[src/rtl/hazard_ctrl.sv]
`default_nettype none
// ============================================================================
// Module   : hazard_ctrl
// Brief    : Pipeline hazard controller for load-use stalls, CSR serialisation
//            and redirect flushes, with a stall-cycle counter.
// Revision : 1.0
// ============================================================================

module hazard_ctrl (
  input  logic        i_clk,
  input  logic        i_rst_n,
  input  logic        i_id_valid,
  input  logic [4:0]  i_id_rs1,
  input  logic [4:0]  i_id_rs2,
  input  logic        i_id_uses_rs1,
  input  logic        i_id_uses_rs2,
  input  logic        i_id_is_csr,
  input  logic        i_ex_valid,
  input  logic        i_mem_valid,
  input  logic        i_wb_valid,
  input  logic [4:0]  i_ex_rd,
  input  logic        i_ex_mem_read,
  input  logic        i_wb_is_csr,
  input  logic        i_redirect,
  output logic        o_stall_if,
  output logic        o_stall_id,
  output logic        o_bubble_ex,
  output logic        o_flush_id,
  output logic [1:0]  o_state,
  output logic [31:0] o_stall_cycles
);

  typedef enum logic [1:0] {
    RUN         = 2'd0,
    DRAIN       = 2'd1,
    WAIT_RETIRE = 2'd2
  } state_t;

  state_t      r_state;
  state_t      w_next;
  logic [31:0] r_stall_cycles;
  logic        w_lu;
  logic        w_busy;
  logic        w_csrid;
  logic        w_stall;
  logic        w_bubble;
  logic        w_flush;

  assign w_lu = i_id_valid & i_ex_valid & i_ex_mem_read & (i_ex_rd != 5'd0) &
                ((i_id_uses_rs1 & (i_id_rs1 == i_ex_rd)) |
                 (i_id_uses_rs2 & (i_id_rs2 == i_ex_rd)));
  assign w_busy  = i_ex_valid | i_mem_valid | i_wb_valid;
  assign w_csrid = i_id_valid & i_id_is_csr;

  always_comb begin
    w_next   = RUN;
    w_stall  = 1'b0;
    w_bubble = 1'b0;
    w_flush  = 1'b0;
    if (i_redirect) begin
      w_flush  = 1'b1;
      w_bubble = 1'b1;
    end else begin
      case (r_state)
        DRAIN: begin
          if (w_busy) begin
            w_stall  = 1'b1;
            w_bubble = 1'b1;
            w_next   = DRAIN;
          end else begin
            w_next   = WAIT_RETIRE;
          end
        end
        WAIT_RETIRE: begin
          if (!(i_wb_valid & i_wb_is_csr)) begin
            w_stall  = 1'b1;
            w_bubble = 1'b1;
            w_next   = WAIT_RETIRE;
          end
        end
        // RUN and the unused encoding share the same behaviour
        default: begin
          if (w_csrid & w_busy) begin
            w_stall  = 1'b1;
            w_bubble = 1'b1;
            w_next   = DRAIN;
          end else if (w_csrid) begin
            w_next   = WAIT_RETIRE;
          end else if (w_lu) begin
            w_stall  = 1'b1;
            w_bubble = 1'b1;
          end
        end
      endcase
    end
  end

  always_ff @(posedge i_clk or negedge i_rst_n) begin
    if (!i_rst_n) begin
      r_state        <= RUN;
      r_stall_cycles <= 32'd0;
    end else begin
      r_state <= w_next;
      if (w_stall) r_stall_cycles <= r_stall_cycles + 32'd1;
    end
  end

  // Controls are masked while reset is held so the pipeline sees no action
  assign o_stall_id     = w_stall & i_rst_n;
  assign o_stall_if     = w_stall & i_rst_n;
  assign o_bubble_ex    = w_bubble & i_rst_n;
  assign o_flush_id     = w_flush & i_rst_n;
  assign o_state        = r_state;
  assign o_stall_cycles = r_stall_cycles;

endmodule

`default_nettype wire

[config.mk]
export PLATFORM = sky130hd
export DESIGN_NAME = hazard_ctrl
export DESIGN_NICKNAME = d
export VERILOG_FILES = /design/src/rtl/hazard_ctrl.sv
export SDC_FILE = /design/constraint.sdc
export NUM_CORES = 1
export LEC_CHECK = 0
export ABC_CLOCK_PERIOD_IN_PS = 1950
export CAP_MARGIN = 10
export CORE_UTILIZATION = 25
export DETAILED_ROUTE_END_ITERATION = 8
export PLACE_DENSITY_LB_ADDON = 0.1
export RECOVER_POWER = 25
export SYNTH_ARGS = -nofsm -noshare
export SYNTH_HDL_FRONTEND = slang
export SYNTH_SLANG_ARGS = --single-unit
export TNS_END_PERCENT = 10
[constraint.sdc]
create_clock -name i_clk -period 1.95 [get_ports i_clk]
set_input_delay 0.2925 -clock i_clk [delete_from_list [all_inputs] [get_ports i_clk]]
set_output_delay 0.2925 -clock i_clk [all_outputs]
set_load 0.01 [all_outputs]
# Yosys cells after proc, flatten, opt, wreduce, memory -nomap -nowiden
# Index checks and enable logic that the tools add are counted.
# totals
ff_bits,34
inputBits,27
elab_cells,38
# classes
add_sub_neg,1
eq_ne,4
n_mux,15
bitwise,15
reduce_logical,1
# op_table
op,n
32-bit by 1-bit adder with 32-bit output (second input constant),1
1-bit bitwise AND,12
5-bit == test,2
2-bit two-way mux,5
1-bit two-way mux,8
5-bit nonzero test,1
2-bit one-hot mux with 2 select lines,1
1-bit bitwise OR,3
2-bit by 1-bit == test with 1-bit output (second input constant),1
2-bit == test (second input constant),1
1-bit one-hot mux with 2 select lines,1

# Logic depth before layout (Yosys ltp)
# depth
ltp_word,10
depth_mapped,9
depth_no_buf,8

# Worst setup path before layout
# No wires, ideal clock.
# synth_timing
path_type,reg2out
start,"register r_state[0], in the netlist o_state[0]"
end,output port o_stall_if
arrival_ns,1.788
required_ns,1.657
setup_slack_ns,-0.130
path_stages_with_launch,10
path_buffers,1
cell_sequence,dfrtp_1 > inv_1 > ha_1 > nand3_1 > nor2_1 > nor2_1 > o21a_4 > nor2_1 > and2_1 > buf_4
# synth_via
elab_chain_cells,4
word_cells_on_any_way,5
classes_between,eq/ne (2); mux (2); bitwise (1)
# synth_rtl
element,line,rtl
start: declaration,39,state_t r_state;
start signal: assignment,103,r_state <= w_next;
2-bit == test or 2-bit by 1-bit == test with 1-bit output (tied branches),64,case (r_state)
1-bit one-hot mux with 2 select lines *,64,
1-bit two-way mux *,60,if (i_redirect) begin
1-bit bitwise AND *,--,
end: declaration,25,"output logic o_stall_if,"
# Mark *: on every way between the ends. The rest lies on a longest branch, timed or not.

# Final worst setup path
# layout_timing
start,input port i_ex_rd[4]
end,output port o_stall_if
# layout_via
elab_chain_cells,10
word_cells_on_any_way,14
classes_between,eq/ne (2); mux (5); bitwise (6); reduce/logical (1)
# layout_rtl
element,line,rtl
start: declaration,21,"input logic [4:0] i_ex_rd,"
"5-bit == test, on equally long branches","50, 51",
"1-bit bitwise AND, on equally long branches","50, 51",
1-bit bitwise OR,50,((i_id_uses_rs1 & (i_id_rs1 == i_ex_rd)) |
1-bit bitwise AND *,49,assign w_lu = i_id_valid & i_ex_valid & i_ex_mem_read & (i_ex_rd != 5'd0) &
1-bit two-way mux *,89,end else if (w_lu) begin
1-bit two-way mux *,87,end else if (w_csrid) begin
1-bit two-way mux *,83,if (w_csrid & w_busy) begin
1-bit one-hot mux with 2 select lines *,64,
1-bit two-way mux *,60,
1-bit bitwise AND *,110,assign o_stall_if = w_stall & i_rst_n;
# Marks and branches as above.

==> impl_results.md <==
- Number of nets with antenna violations after routing: 0
- Sequential area share after synthesis: 43.7%
- Startpoint types: input port
- Crit Path Class: in2out
- Area grow syn2layout: 69.6%
- Worst Skew: 0.00960 ns
- Seq cells post-synth: 34
- Rel. slew slack: 68.6%
- Critical Path Slowest Stage Cell: or4_4
- Initial antenna violation count: 0
- Setup WS post-layout: -0.208 ns
- H-tree depth: 2
- Total congestion overflow: 0
- Setup TNS: -0.897 ns
- DR vias/cell: 4.42
- Crit path buf inv count: 2
- Static Leak: 1.61 nW
- Pwr/cell area: 559 mW/mm2
- Top-area cell type share of the netlist area: 43.7%
- Post-synth top cells: dfrtp_1 (34), xor2_1 (31), nor2_1 (12)
- Vias in the first global route: 1681
- Status: complete, but fails checks
- Post-synthesis cell count: 181
- Chip width: 90.2 um
- FP Rows: 31
- Mean Syn Cell Area: 10.7 um2
- Global Route Usage Sum: 13.1%
- Clock buffer count from CTS: 5
- Largest area contributor in the netlist: dfrtp_1
- Max-Cap Viols: 0
- Violated checks: setup timing
- Final Hold Fails: 0
- F_max: 463 MHz
- Adder-cell share of the synthesized area: 1.93%
- Top cells by area, synth: dfrtp_1 (44%), xor2_1 (14%), xnor2_1 (4.5%), nor4_4 (3.3%), nand3_1 (2.8%)
- Avg WL per Cell: 13.5 um
- Power consumption: 1.85 mW
- Largest family of logic cells by synthesized area: simple AND/OR/NAND/NOR gates
- Top_reg_cell synth: dfrtp_1
- # nets final: 317
- Ys async rst share: 100%
- Clock-pin slew on the worst setup and hold paths: 0.08 ns
- Max-slew violation count: 0
- Synthesized area: 0.00195 mm2
- Crit path capture type: output port
- Post-detail-place hpwl: 3.84 mm
- Die height: 90.2 um
- Synth Area in Compound Gates: 6.43%
- RSZ-0062 raised after global routing: true
- Required @ worst endpoint: 1.66 ns
- Syn_nets: 211
- Fraction of layout cells with a size suffix above 1: 30.6%
- WL final: 5.23 mm
- CP Max Fanout: 4
- Placer congestion estimate: 0.721
- CTS tree: done
- ANT cells: 0
- Initial drt markers: 34
- Maximum VDD drop: 0.361 mV
- Die ar.: 0.00814 mm2
- Post-synthesis xor/xnor area fraction: 18.5%
- Min-Delay Path Class: in2async
- Yosys cell types: 43
- Fillers: 712
- Number of remaining DRC errors: 0
- Count leader, synth: dfrtp_1
- Largest net degree at the start of global routing: 21
- Via Count: 1711
- # setup viols final: 12
- Sink Count: 34
- Root buffer cell: clkbuf_8
- Worst Tran Pin Value: 0.469 ns
- Final period utilization: 111%
- # port buffers: 64
- Largest stage delay, worst path: 0.56 ns
- Post-synthesis simple-gate area fraction: 26.8%
- IO Pins: 65
- First-pass GRT wire length: 8.45 mm
- Area of the core: 0.00737 mm2
- Post-synth EDFFs: 0
- Tmin final: 2.16 ns
- Crit path DAT: 1.87 ns
- Yosys warning total: 0
- Top Family by Delay on Critical Path: simple AND/OR/NAND/NOR gates
- Clock latency on the worst-skew pair: 0.29 ns
- Starting Density: 26.4%
- DR pass1 iterations: 4
- Crit path cell chain: dlygate4sd2_1, or4_4, o221ai_4, o21a_4, nor2_4, and2_4, buf_6
- Deepest clock path buffer count: 2
- Post-synthesis mux area share: 0.579%
[per-layer routing]
| layer | share of wire, % | up-vias | GRT usage (%) | routed length [um] |
|---|---|---|---|---|
| met5 | 0 | - | 0 | 0 |
| met4 | 1.4 | 0 | 4.84 | 72 |
| met3 | 5.1 | 7 | 3.21 | 269 |
| met2 | 42 | 47 | 18.6 | 2220 |
| met1 | 51 | 804 | 19.0 | 2660 |
| li1 | - | 853 | - | - |
[area by class of cell]
cell class	instances	area (um2)	area share, %
clock buffer	7	76.3	2.31
multi-input combinational	139	1290	39.1
inverter	4	15.0	0.455
clock inverter	1	30.0	0.910
timing repair buffer	103	915	27.7
tap	99	124	3.75
sequential	34	851	25.8
[worst paths after layout]
path | endpoint | startpoint | slack, ns | cells past startpoint
min in group i_clk | o_stall_cycles[31] | o_stall_cycles[31] | 0.46 | 1
worst max-delay path | o_stall_if | i_ex_rd[4] | -0.21 | 7
worst min-delay path | o_stall_cycles[8] | i_rst_n | 0.02 | 2
worst min register to register | o_stall_cycles[31] | o_stall_cycles[31] | 0.46 | 1
worst max register to register | o_stall_cycles[4] | o_state[0] | -0.09 | 10
max in group asynchronous | o_stall_cycles[0] | i_rst_n | 1.39 | 2
[placed cells by master, fill, tap and decap left out, types with 2 or more instances in the layout]
cell type,instances
xnor2_1,9
nor3_1,3
o211ai_1,2
buf_4,37
nor3_2,2
nor4_2,2
buf_6,3
nand4_1,3
and3_1,3
o31a_4,2
nor3b_2,2
nand3_1,11
buf_2,2
nand2_1,10
nand2b_4,5
clkbuf_1,2
clkbuf_8,5
nor4_4,6
inv_1,3
ha_4,2
xor2_1,31
and4_1,3
clkdlybuf4s50_1,46
dlygate4sd2_1,14
and2_1,2
nor2_1,10
dfrtp_1,34
[report_power, final]
part           switching, mW  total, mW  internal, mW
Sequential            0.0654      0.812         0.747
Combinational          0.170      0.387         0.217
Clock                  0.263      0.646         0.383
[timing repair]
action / CTS / global route
endpoints found under the setup margin: 34 / 33
hold buffers: 1 / 0
hold endpoints to repair: 2 / 0
buffers inserted: 2 / 0
pin swaps: 20 / 14
gates resized for setup: 57 / 9
[sequential cells by signal (all words and copies together) (netlist names)]
| signal | cells |
|---|---|
| o_stall_cycles | 32 |
| o_state | 2 |
[cells by family after synthesis]
logic type               after synthesis
AND/OR/NAND/NOR                       80
XOR/XNOR                              41
flip-flops                            34
AO/OA/AOI/OAI                         14
buffers and inverters                  8
adder cells (fa/ha/maj)                3
multiplexers                           1
[through the flow]
step / util (%) / cells / setup WS (ns) / hold WS, ns / instance area (um2)
after floorplan: - / 181 / -0.0302 / -0.00309 / 1950
after global placement: 40.1 / 376 / -0.755 / 0.129 / 2950
after detailed placement: 40.1 / 376 / -0.771 / 0.128 / 2950
after CTS: 44.0 / 387 / -0.214 / 0.0286 / 3240
after global routing: 44.8 / 387 / -0.276 / 0.0470 / 3300
final: 44.8 / 387 / -0.208 / 0.0240 / 3300
Note: power is estimated with default switching activity, not from simulation.
